--- src/rtl/cache_pkg.sv ---
// Shared cache geometry defaults and serializer state encoding.
package cache_pkg;

    localparam int WORD_SIZE        = 32;
    localparam int BLOCK_SIZE       = 512;
    localparam int NUM_SEGMENTS     = 16;
    localparam int NUM_SEGMENTS_LOG = 4;

    typedef enum logic {
        IDLE = 1'b0,
        SEND = 1'b1
    } state_e;

endpackage

--- src/rtl/block_serializer_word_select.sv ---
// block_word_select: combinational mux picking one word of a cache block by offset.
module block_word_select #(
    parameter int WORD_SIZE        = cache_pkg::WORD_SIZE,
    parameter int NUM_SEGMENTS     = cache_pkg::NUM_SEGMENTS,
    parameter int NUM_SEGMENTS_LOG = cache_pkg::NUM_SEGMENTS_LOG
) (
    input  logic [WORD_SIZE*NUM_SEGMENTS-1:0] block_i,
    input  logic [NUM_SEGMENTS_LOG-1:0]       offset_i,
    output logic [WORD_SIZE-1:0]              word_o
);

    logic [NUM_SEGMENTS-1:0][WORD_SIZE-1:0] words;

    assign words  = block_i;
    assign word_o = words[offset_i];

endmodule

--- src/rtl/block_serializer.sv ---
// block_serializer: drains a captured cache block as a valid/ready word stream.
// Define BLOCK_SERIALIZER_WRAP_EN to add start_offset (critical-word-first order).
module block_serializer
    import cache_pkg::*;
#(
    parameter int WORD_SIZE        = cache_pkg::WORD_SIZE,
    parameter int BLOCK_SIZE       = cache_pkg::BLOCK_SIZE,
    parameter int NUM_SEGMENTS     = cache_pkg::NUM_SEGMENTS,
    parameter int NUM_SEGMENTS_LOG = cache_pkg::NUM_SEGMENTS_LOG
) (
    input  logic                        clk,
    input  logic                        rst,
    input  logic                        start_valid,
    output logic                        start_ready,
    input  logic [BLOCK_SIZE-1:0]       block_in,
`ifdef BLOCK_SERIALIZER_WRAP_EN
    input  logic [NUM_SEGMENTS_LOG-1:0] start_offset,
`endif
    output logic                        out_valid,
    input  logic                        out_ready,
    output logic [WORD_SIZE-1:0]        out_data,
    output logic [NUM_SEGMENTS_LOG-1:0] out_offset,
    output logic                        out_last,
    output logic                        busy,
    output logic                        done
);

    localparam logic [NUM_SEGMENTS_LOG:0] CNT_LAST = (NUM_SEGMENTS_LOG+1)'(NUM_SEGMENTS - 1);

    state_e                        state_q;
    logic [BLOCK_SIZE-1:0]         blk_q;
    logic [NUM_SEGMENTS_LOG-1:0]   offset_q;
    logic [NUM_SEGMENTS_LOG:0]     count_q;
    logic                          out_valid_q;
    logic                          out_last_q;
    logic                          busy_q;
    logic                          done_q;
    logic                          start_ready_q;

    logic [NUM_SEGMENTS_LOG-1:0]   first_offset_d;
    logic [NUM_SEGMENTS_LOG:0]     count_d;

`ifdef BLOCK_SERIALIZER_WRAP_EN
    assign first_offset_d = start_offset;
`else
    assign first_offset_d = '0;
`endif

    assign count_d = count_q + 1'b1;

    always_ff @(posedge clk) begin
        if (rst) begin
            state_q       <= IDLE;
            blk_q         <= '0;
            offset_q      <= '0;
            count_q       <= '0;
            out_valid_q   <= 1'b0;
            out_last_q    <= 1'b0;
            busy_q        <= 1'b0;
            done_q        <= 1'b0;
            start_ready_q <= 1'b1;
        end else begin
            done_q <= 1'b0;
            case (state_q)
                IDLE: begin
                    if (start_valid) begin
                        state_q       <= SEND;
                        blk_q         <= block_in;
                        offset_q      <= first_offset_d;
                        count_q       <= '0;
                        out_valid_q   <= 1'b1;
                        out_last_q    <= (NUM_SEGMENTS == 1);
                        busy_q        <= 1'b1;
                        start_ready_q <= 1'b0;
                    end
                end
                SEND: begin
                    // Outputs only move on a handshake so a stalled word stays stable.
                    if (out_ready) begin
                        offset_q <= offset_q + 1'b1;
                        count_q  <= count_d;
                        if (out_last_q) begin
                            state_q       <= IDLE;
                            out_valid_q   <= 1'b0;
                            out_last_q    <= 1'b0;
                            busy_q        <= 1'b0;
                            done_q        <= 1'b1;
                            start_ready_q <= 1'b1;
                        end else begin
                            out_last_q <= (count_d == CNT_LAST);
                        end
                    end
                end
                default: state_q <= IDLE;
            endcase
        end
    end

    block_word_select #(
        .WORD_SIZE        (WORD_SIZE),
        .NUM_SEGMENTS     (NUM_SEGMENTS),
        .NUM_SEGMENTS_LOG (NUM_SEGMENTS_LOG)
    ) u_word_select (
        .block_i  (blk_q),
        .offset_i (offset_q),
        .word_o   (out_data)
    );

    assign out_offset  = offset_q;
    assign out_valid   = out_valid_q;
    assign out_last    = out_last_q;
    assign busy        = busy_q;
    assign done        = done_q;
    assign start_ready = start_ready_q;

endmodule

--- config.mk ---
export PLATFORM = sky130hd
export DESIGN_NAME = block_serializer
export DESIGN_NICKNAME = d
export VERILOG_FILES = /design/src/rtl/cache_pkg.sv /design/src/rtl/block_serializer_word_select.sv /design/src/rtl/block_serializer.sv
export SDC_FILE = /design/constraint.sdc
export NUM_CORES = 1
export LEC_CHECK = 0
export ABC_AREA = 1
export CAP_MARGIN = 20
export CORE_ASPECT_RATIO = 1.4
export CORE_MARGIN = 2
export CORE_UTILIZATION = 45
export CTS_BUF_LIST = sky130_fd_sc_hd__clkbuf_4 sky130_fd_sc_hd__clkbuf_8 sky130_fd_sc_hd__clkbuf_16
export CTS_CLUSTER_SIZE = 24
export DETAILED_ROUTE_END_ITERATION = 12
export PLACE_DENSITY = 0.74
export SYNTH_ARGS = -nofsm -noshare
export SYNTH_HDL_FRONTEND = slang
export SYNTH_SLANG_ARGS = --single-unit
--- constraint.sdc ---
create_clock -name clk -period 2.2 [get_ports clk]
set_input_delay 0.66 -clock clk [delete_from_list [all_inputs] [get_ports clk]]
set_output_delay 0.66 -clock clk [all_outputs]
set_load 0.02 [all_outputs]
# --- Word level (Yosys, flattened, before mapping) ---
# Cells that the tools add are included.
classes:
  mux: 24
  n_lt_le_gt_ge: 1
  addsub: 2
  n_reduce_logical: 4
  bitwise: 2
  eq_ne: 4
ops:
  columns: ["operator", "count"]
  rows:
  - ["$bmux W32 S4", 1]
  - ["$mux W32", 1]
  - ["$mux W1", 12]
  - ["$mux W5", 2]
  - ["$pmux W5 S2", 1]
  - ["$mux W4", 2]
  - ["$pmux W1 S2", 4]
  - ["$pmux W4 S2", 1]
  - ["$add A5 B1 Y5 const B", 1]
  - ["$eq A5 B4 Y1 const B", 1]
  - ["$lt A4 B5 Y1 const B", 1]
  - ["$add A4 B1 Y4 const B", 1]
  - ["$ne A2 B2 Y1 const B", 2]
  - ["$reduce_and A2 Y1", 2]
  - ["$reduce_and A3 Y1", 1]
  - ["$reduce_or A3 Y1", 1]
  - ["$ne A2 B1 Y1 const B", 1]
  - ["$not A1 Y1", 2]
totals:
  inputBits: 516
  regBits: 526
  output_inout_bits: 41

# --- Longest topological paths before layout ---
# Gate-level depths: netlist of run 1.
depth:
  ltp_word: 5
  mapped_depth: 10

# --- Cells and area by module ---
# Synthesis of run 1 repeated with hierarchy kept, for this count alone.
unflattened:
  cells_unflattened: 3853
  area_unflattened_um2: 24936.4
modules_own_cells:
  columns: ["mod", "area_each_um2", "seq_area_each_um2", "cells_each", "n_inst"]
  rows:
  - ["block_serializer", 18326.3, 10530.1, 2304, 1]
  - ["block_word_select", 6610.1, 0.0, 1549, 1]

# --- Worst setup path after synthesis of run 1 ---
# Ideal clock, no wire load.
synth_timing:
  kind: "reg2out"
  startpoint: "reg offset_q[0] (netlist: out_offset[0])"
  endpoint: "out out_data[13]"
  arrival_ps: 1499
  stages_incl_launch_ff: 11
  slack_ps: 41
  path_cell_list: "dfxtp_1 buf_6 buf_6 buf_8 buf_6 nand2_1 o21ai_0 nand2_1 nand3_1 nand3_1 nand2_1"
synth_via:
  elab_chain_len: 2
synth_lines:
  columns: ["element", "line_no", "rtl"]
  rows:
  - ["start: declaration", "block_serializer.sv:32", "logic [NUM_SEGMENTS_LOG-1:0] offset_q;"]
  - ["start signal: assignment", "block_serializer.sv:69", "offset_q <= first_offset_d;"]
  - ["start signal: assignment", "block_serializer.sv:80", "offset_q <= offset_q + 1'b1;"]
  - ["$bmux W32 S4", "block_serializer_word_select.sv:15", "assign word_o = words[offset_i];"]
  - ["$mux W32 (not written as such)", "block_serializer_word_select.sv:15", null]
  - ["end: declaration", "block_serializer.sv:21", "output logic [WORD_SIZE-1:0] out_data,"]
# Every way passes these cells. The select of a mux whose other input is x is not followed.

# --- Worst setup path in the final report of run 1 ---
layout_timing:
  startpoint: "reg offset_q[0] (netlist: out_offset[0])"
  endpoint: "out out_data[22]"
# The elaborated chain is that of the path after synthesis.

==> flow_summary.yaml, run 1 <==
run_status:
  status: "finished with violations"
  violations: "setup timing"
route:
  wire_per_inst_um: 20.8
  firstDrtPassIters: 9
  ant_nets: 0
  viasPerCell: 5.47
  drc: 0
  drtIter0Drc: 2344
  wirelength_um: 97900
  vias: 25700
placed_design:
  dpl_worst_slack_ns: -0.698
  dp_hpwl_um: 69600
  dpl.cell_count: 4546
  port-buffer-count: 556
  place_congestion: 0.934
power:
  p_leak_nw: 14.0
  power_w: 0.0247
  vdd_drop_max_mv: 0.503
  power_density_nw_per_um2: 719
cts:
  clkTransAtPathRegs_ns: 0.06
  clk_latency_ns: 0.61
  clk_path_buf_depth: 3
  postCtsHoldBufs: 0
  ctsHtreeMaxLevel: 2
  cts-root-buf: "clkbuf_16"
  cts_buffers: 51
  cts_tree: "done"
  cts_sinks: 526
floorplan:
  fp.coreArea_um2: 50900
  io_pins: 557
  die_area_um2: 53200
  fp.dieH_um: 272
  die_w_um: 195
  start_util_pct: 45.4
  std_cell_rows: 98
worst_hold_path:
  min_from: "blk_q[2]"
  min_path_type: "reg -> reg"
sta:
  final.setup.tns_ns: -23.49
  fin_ws_ns: -0.876
  fin_crit_sh_pct: 140
  finalHoldViolations: 0
  timing.final.crit_period_ns: 3.08
  max_freq_ghz: 0.325
  setup_viol: 32
  final-max-slew-violation-count: 0
  finClkSkew_ns: 0.0167
  slew-limit-headroom_pct: 71.2
  rsz0062_at_grt: "true"
  worst_pin_slew_ns: 0.428
worst_setup_path:
  cp_data_required_time_ns: 1.54
  crit_path_start_kind: "flip-flop"
  endpoint_kind: "primary output"
  cp_max_fo: 19
  regToRegStartpoint: "state_q"
  cp-startpoint: "out_offset[0]"
  crit_chain: "buf_12 -> inv_8 -> buf_16 -> o21ai_0 -> nand3_4 -> nand3_2 -> nand2_4 -> buf_6"
  arrival_ns: 2.42
  crit_type: "reg -> out"
  crit_buf_inv: 4
  crit_slowest_cell: "dfxtp_4"
  slowest_delay_ns: 0.47
  critPathTopFamily: "buffers and inverters"
synth:
  yosysMostFrequentCell: "nor2_1"
  netlist.area_leader.share_pct: 45.6
  syn-num-nets: 3887
  ys_types: 24
  async_flop_share_pct: 0
  synthCells: 3368
  synth_common_cells: "nor2_1 (888), o21ai_0 (646), dfxtp_1 (526)"
  yosys_warnings: 0
  ys_top_cells_by_area: "dfxtp_1 (46%), nor2_1 (14%), o21ai_0 (14%), nand2_1 (5.6%), nand3_1 (4.3%)"
  synth_edf_count: 0
  synth_largest_area_cell: "dfxtp_1"
  synth.yosys.seq_area_share_pct: 45.6
  synthFlopType: "dfxtp_1"
  ys_ff_latch: 526
  syn-mean-instance-area_um2: 6.86
  synth.cell_area_um2: 23100
global_routing:
  grt_usage_pct: 34.1
  antenna_found_initial: 15
  grt_pass1_vias: 24300
  grt_max_degree: 67
  grt_pass1_wl_um: 138000
  gr-total-overflow: 0
cells_and_area:
  finish.net_count: 4510
  synthToLayoutAreaGrowth_pct: 48.5
  postLayoutCoreUtil_pct: 67.4
  finalNonFillerCells: 4696
  fillCellCount: 4200
  drive_above_1_share_pct: 15.0
job:
  drv_cap: 0
## state kept, by name, summed over array words and instances, names as in the netlist
name         cells
done             1
count_q          5
state_q          1
blk_q          512
start_ready      1
busy             1
out_last         1
out_offset       4
## metrics by stage
stage	hold WS (ns)	cell area [um^2]
6_report	0.449	34300
5_1_grt	0.470	34300
4_1_cts	0.449	33000
3_5_place_dp	0.438	30600
3_3_place_gp	0.431	30600
2_1_floorplan	0.424	23100
## final timing paths
| path | end | slack (ns) | cells after the start |
|---|---|---|---|
| worst max-delay path | out_data[22] | -0.88 | 8 |
| worst min-delay path | blk_q[2] | 0.45 | 2 |
| worst min register to register | blk_q[2] | 0.45 | 2 |
| worst max register to register | blk_q[218] | 0.62 | 6 |
## cells by family after synthesis
family          after synthesis  synth area share, %
fa+ha+maj                     3                0.163
buf+inv                     458                 8.86
flops                       526                 45.6
simple gates               1434                 24.5
compound gates              947                 20.9
## layer usage
layer,part of all wire (%),global-route usage [%]
met5,0,0
met4,8.1,25.1
met3,7.9,5.60
met2,48,58.2
met1,36,38.3
## cell usage in the layout, fill, tap and decap left out, types with 2 or more instances in the layout
cell type / instances
nor2_2: 8
o211ai_1: 36
inv_8: 4
buf_12: 54
nand2_2: 25
o21ai_2: 28
o21ai_0: 583
nor2_4: 6
clkbuf_16: 68
clkbuf_4: 14
nor3_1: 2
buf_4: 198
o21ai_4: 2
diode_2: 15
dfxtp_2: 2
buf_2: 2
buf_16: 8
bufinv_16: 4
a21oi_1: 174
clkdlybuf4s50_1: 515
nand3_4: 18
dfxtp_1: 522
nor2_1: 875
nand2_4: 2
inv_1: 174
buf_8: 6
clkbuf_8: 12
nand3_1: 94
clkinv_2: 8
ha_1: 3
dfxtp_4: 2
dlygate4sd2_1: 5
nand2_1: 315
buf_6: 43
nand3_2: 86
nand4_1: 2
o21ai_1: 124
## cell type report
class,instances,area (um^2),share of cell area [%]
timing repair buffer,848,8990,26.2
inverter,180,706,2.06
antenna,15,37.5,0.109
tap,650,813,2.37
clock inverter,15,185,0.540
multi-input combinational,2384,11400,33.3
sequential,526,10500,30.7
clock buffer,78,1590,4.63
## report_power, final
group | internal [W] | switching [W]
sequential | 0.0103 | 0.000397
clock | 0.00545 | 0.00388
combinational | 0.00222 | 0.00243
## worst register-to-register path: cells and delay by family (launching register included)
family          cells  cell delay, ns
simple gates        1            0.22
buf+inv             3            0.55
compound gates      2            0.35
flops               1            0.34
## what timing repair did
item / CTS / global route
buffers inserted: 3 / 19
setup endpoints to repair: 41 / 34
pin swaps: 9 / 62
endpoints found under the hold margin: 0 / 0
cloned: 4 / 17
resized for setup: 222 / 240
Power figures use the tool's default switching activity.
==> run 2: changes to the inputs <==
--- a/config.mk
+++ b/config.mk
@@ -6,7 +6,7 @@
 export NUM_CORES = 1
 export LEC_CHECK = 0
 export ABC_AREA = 1
-export CAP_MARGIN = 20
+export CAP_MARGIN = 15
 export CORE_ASPECT_RATIO = 1.4
 export CORE_MARGIN = 2
 export CORE_UTILIZATION = 45
==> results of run 2 <==
Final layout, timing and power as in run 1 (identical DEF).
